[src/rtl/alu_operand_regfile.sv]
// rtl/alu_operand_regfile.sv - ALU operand register file with FLAG/OVERFLOW status latches
module alu_operand_regfile #(
    parameter int W      = 8,
    parameter int A      = 3,
    parameter int BYPASS = 1
) (
    input  logic         CLK,
    input  logic         Reset,
    input  logic [A-1:0] RaddrA,
    input  logic [A-1:0] RaddrB,
    input  logic [A-1:0] Waddr,
    input  logic         WriteEn,
    input  logic [W-1:0] DataIn,
    input  logic         FlagWe,
    input  logic         FlagIn,
    input  logic         OvfWe,
    input  logic         OvfIn,
    output logic [W-1:0] DataOutA,
    output logic [W-1:0] DataOutB,
    output logic         FlagOut,
    output logic         OvfOut
);

    localparam int DEPTH = 1 << A;

    logic [W-1:0] r_mem [DEPTH];
    logic         r_flag;
    logic         r_ovf;
    logic         w_wr_live;
    logic         w_hit_a;
    logic         w_hit_b;

    always_ff @(posedge CLK) begin
        if (Reset) begin
            for (int i = 0; i < DEPTH; i++) begin
                r_mem[i] <= '0;
            end
            r_flag <= 1'b0;
            r_ovf  <= 1'b0;
        end else begin
            if (WriteEn) begin
                r_mem[Waddr] <= DataIn;
            end
            if (FlagWe) begin
                r_flag <= FlagIn;
            end
            if (OvfWe) begin
                r_ovf <= OvfIn;
            end
        end
    end

    // A write held off by reset must not leak onto the read ports either.
    assign w_wr_live = WriteEn && !Reset && (BYPASS != 0);
    assign w_hit_a   = w_wr_live && (RaddrA == Waddr);
    assign w_hit_b   = w_wr_live && (RaddrB == Waddr);

    always_comb begin
        DataOutA = r_mem[RaddrA];
        DataOutB = r_mem[RaddrB];
        if (w_hit_a) begin
            DataOutA = DataIn;
        end
        if (w_hit_b) begin
            DataOutB = DataIn;
        end
    end

    // Status bits come straight from the latches to keep the ALU flag loop registered.
    assign FlagOut = r_flag;
    assign OvfOut  = r_ovf;

endmodule
[config.mk]
export PLATFORM = sky130hd
export DESIGN_NAME = alu_operand_regfile
export DESIGN_NICKNAME = d
export VERILOG_FILES = /design/src/rtl/alu_operand_regfile.sv
export SDC_FILE = /design/constraint.sdc
export NUM_CORES = 1
export LEC_CHECK = 0
export ABC_AREA = 1
export BUFFER_PORTS_ARGS = -buffer_cell sky130_fd_sc_hd__buf_4
export CAP_MARGIN = 10
export CORE_MARGIN = 3
export CORE_UTILIZATION = 54
export CTS_CLUSTER_DIAMETER = 100
export DETAILED_ROUTE_END_ITERATION = 10
export GPL_ROUTABILITY_DRIVEN = 1
export PLACE_DENSITY = 0.83
export SYNTH_ARGS = -nofsm -noshare
export SYNTH_HDL_FRONTEND = slang
export SYNTH_SLANG_ARGS = --single-unit
[constraint.sdc]
create_clock -name CLK -period 1.07 [get_ports CLK]
set_input_delay 0.0535 -clock CLK [delete_from_list [all_inputs] [get_ports CLK]]
set_output_delay 0.0535 -clock CLK [all_outputs]
set_load 0.005 [all_outputs]
==> metrics.md <==
| Metric | Value |
|---|---|
| Worst Tran Pin Value | between 0.4 and 0.5 ns |
| Status | finished with violations |
| Setup TNS Final | -5.140 ns |
| Final worst-path cycle share | 136.4% |
| TritonCTS clock tree | done |
| Psw | between 1.5 and 2 mW |
| Share of cells above drive strength 1 | 38.91% |
| Max VDD drop | about 1.4 mV |
| CP startpoint | r_mem[1][2] |
| First-pass GRT wire length | roughly 20000 um |
| R2R setup slack | 0.40 ns |
| Worst min path class | in2reg |
| RSZ-0062 raised after global routing | yes |
| Die area | ~0.0087 mm2 |
| Wirelength, routed | about 14000 um |
| Top Ports | 42 |
| Pin count of the biggest net entering global routing | 33 |
| Failing checks | setup timing |
| Die Height | about 93 um |
| Average size of a mapped cell | around 7.3 um2 |
| Synth-to-Final Area Change | 36.98% |
| Setup violations, final | 16 |
| Max_cap viols | 0 |
| Clk_skew | 0 ns |
| R2R Path Start | FlagOut |
| PortBufs | 41 |
| Worst Hold Depth | 5 |
| Clock latency on the worst-skew pair | approximately 0.33 ns |
| Post-synthesis register bit count | 66 |
| WHS Endpoint | OvfOut |
| FMAX | 685.3 MHz |
| Syn Inst Count | between 500 and 600 |
| Tmin final | 1.459 ns |
| Final ANT Viol Nets | 0 |
| Length in cells of the worst reg-to-reg path | 2 |
| DP Wirelength | 9677 um |
| Wire length per cell | roughly 19 um |
| Leakage | between 2 and 3 nW |
| Worst r2r dst | FlagOut |
| Final worst setup slack | -0.3892 ns |
| Switching share of power | ~27% |
| Initial antenna violation count | 0 |
| DRT iter0 DRCs | between 500 and 600 |
| Setup Crit Path Kind | reg2out |
| Pwr/cell area | about 1300 mW/mm2 |
| Final core occ | 76.69% |
| Clk root buf | clkbuf_8 |
| Mapped Area | slightly above 0.004 mm2 |
| Vias per Instance | 5.832 |
| GPL Wtd Cong | about 1.0 |
| GRT overflow | 0 |
| Number of nets in the layout | between 600 and 700 |
| Comb power frac | between 20 and 25% |
| Clock tree buffer depth | 2 |
| Synth Net Count | ~590 |
| Max-slew violations | 0 |
| Clock Power Share | between 30 and 40% |
| Crit path DAT | 1.41 ns |
| Setup crit end kind | primary output |
| Yosys warns | 0 |
| DR DRC count | 0 |
| Slew margin rel. | a little under three quarters |
| Vias | between 4000 and 5000 |
| Worst path required time | approximately 1.0 ns |
| Worst slack at placement | -0.2876 ns |
| Worst-path maximum fanout | 2 |
| Synth cell types | 23 |
| Row cnt | 31 |
| CORE AREA | approximately 0.0073 mm2 |
| Total GRT Usage | a little under a third |
| TritonCTS Sinks | 66 |
| Antenna Cells | 0 |
| Reg power frac | a little over two fifths |
| Die width | 93.18 um |
| Clock-pin transition on the worst setup and hold timing paths | 0.07 ns |
| Vias in the first global route | 3982 |
| Final Hold Fails | 0 |
| Hold_sp | Reset |
| Num CTS Buffers | 9 |
| Initial Util | between 50% and 60% |
| Worst Setup Start Kind | flop |
| P_int | approximately 5.2 mW |
| Router iterations before antenna repair | 5 |
| Seq/Total Area, Yosys | between 40% and 50% |
| H-Tree Level Count | 3 |
[registers in the layout, summed over array words and instances, names as in the netlist]
register,count
r_mem,64
FlagOut,1
OvfOut,1
[cells in the final DEF, fill, tap and decap left out, types with 10 or more instances in the layout]
cell type and count:
nand2_1 154, nor2_1 73, nand3_2 68, buf_4 64, edfxtp_1 64, inv_2 42
nand3_1 42, inv_1 41, nand2_2 31, buf_6 14, buf_12 10
[cell usage after synthesis]
master    number  area share, %
inv_1         77            7.0
buf_6          2           0.55
a21oi_4        1           0.40
nand3_4        1           0.43
clkbuf_1       1          0.091
a21oi_1        2           0.24
edfxtp_1      64             47
nand2_1      184             17
o21ai_0        2           0.24
nand2_2        1           0.15
nor2_1        73            6.7
inv_2          6           0.55
buf_2         20            2.4
dfxtp_1        2           0.98
nand4_1        8            1.2
nor2_2         1           0.15
nand2_4        1           0.27
xnor2_4        1           0.67
nor2_4         1           0.27
nand3_1      110             13
clkinv_4       1           0.21
buf_4          1           0.18
inv_4          1           0.15
[per-stage QoR]
stage | power (mW) | cell area [um2] | hold WS, ns | std cells
2_1_floorplan | 3.799 | 4104 | 0.1479 | 561
3_3_place_gp | 4.406 | 4880 | 0.2380 | 724
3_5_place_dp | 4.444 | 4880 | 0.2484 | 724
4_1_cts | 6.936 | 5300 | 0.1686 | 744
5_1_grt | 7.424 | 5622 | 0.2122 | 744
6_report | 7.171 | 5622 | 0.1927 | 744
[cell type report]
type                            count  area [um2]
Multi-Input combinational cell    386        2097
Fill cell                         497        1709
Clock buffer                       11       131.4
Inverter                           85       326.6
Clock inverter                      5       102.6
Sequential cell                    66        1962
Timing Repair Buffer               92       878.3
Tap cell                           99       123.9
[power groups by stage]
stage | Clock, mW | Sequential [mW] | Combinational [mW]
5_1_grt | 2.59 | 3.10 | 1.74
3_5_place_dp | 0 | 3.12 | 1.32
2_1_floorplan | 0 | 3.08 | 0.716
3_3_place_gp | 0 | 3.12 | 1.29
6_report | 2.44 | 3.09 | 1.65
4_1_cts | 2.45 | 3.08 | 1.41
[cell families (layout without fill, tap and decap cells)]
family / count (synthesis) / after routing / share of synthesized area (%)
buf+inv: 109 / 193 / 11.22
xor+xnor: 1 / 1 / 0.6708
compound gates: 5 / 5 / 0.8843
simple gates: 380 / 380 / 39.42
flops: 66 / 66 / 47.80
[how the worst max path moves through the flow]
| stage | slack (ns) | endpoint | depth (start not counted) |
|---|---|---|---|
| 2_1_floorplan | -0.05 | r_mem[4][0] | 5 |
| 3_3_place_gp | -0.17 | r_mem[2][0] | 6 |
| 3_5_place_dp | -0.29 | r_mem[6][7] | 6 |
| 4_1_cts | -0.34 | DataOutA[0] | 7 |
| 5_1_grt | -0.42 | DataOutA[6] | 7 |
| 6_report | -0.39 | DataOutA[2] | 7 |
[routing by layer]
metal	GRT usage (%)	routed length, um	up-vias
li1	-	-	1943
met1	42.35	5200	2001
met2	45.77	6193	328
met3	6.838	1707	67
met4	16.36	798	0
met5	0	0	-
[timing repair]
item | 4_1_cts | 5_1_grt
cloned | 0 | 0
gates resized for setup | 53 | 95
hold endpoints to repair | 2 | 0
hold buffers | 4 | 0
endpoints found under the setup margin | 16 | 32
setup buffers | 0 | 0
pin swaps | 49 | 43
[critical path, cell delays in order (launching register included)]
cell and delay (ns):
edfxtp_1 0.39, inv_2 0.08, nand2_1 0.06, nand3_1 0.14, nand3_2 0.11, nand3_2 0.10, nand2_2 0.07, buf_6 0.12
Note: power is estimated with default switching activity, not from simulation.
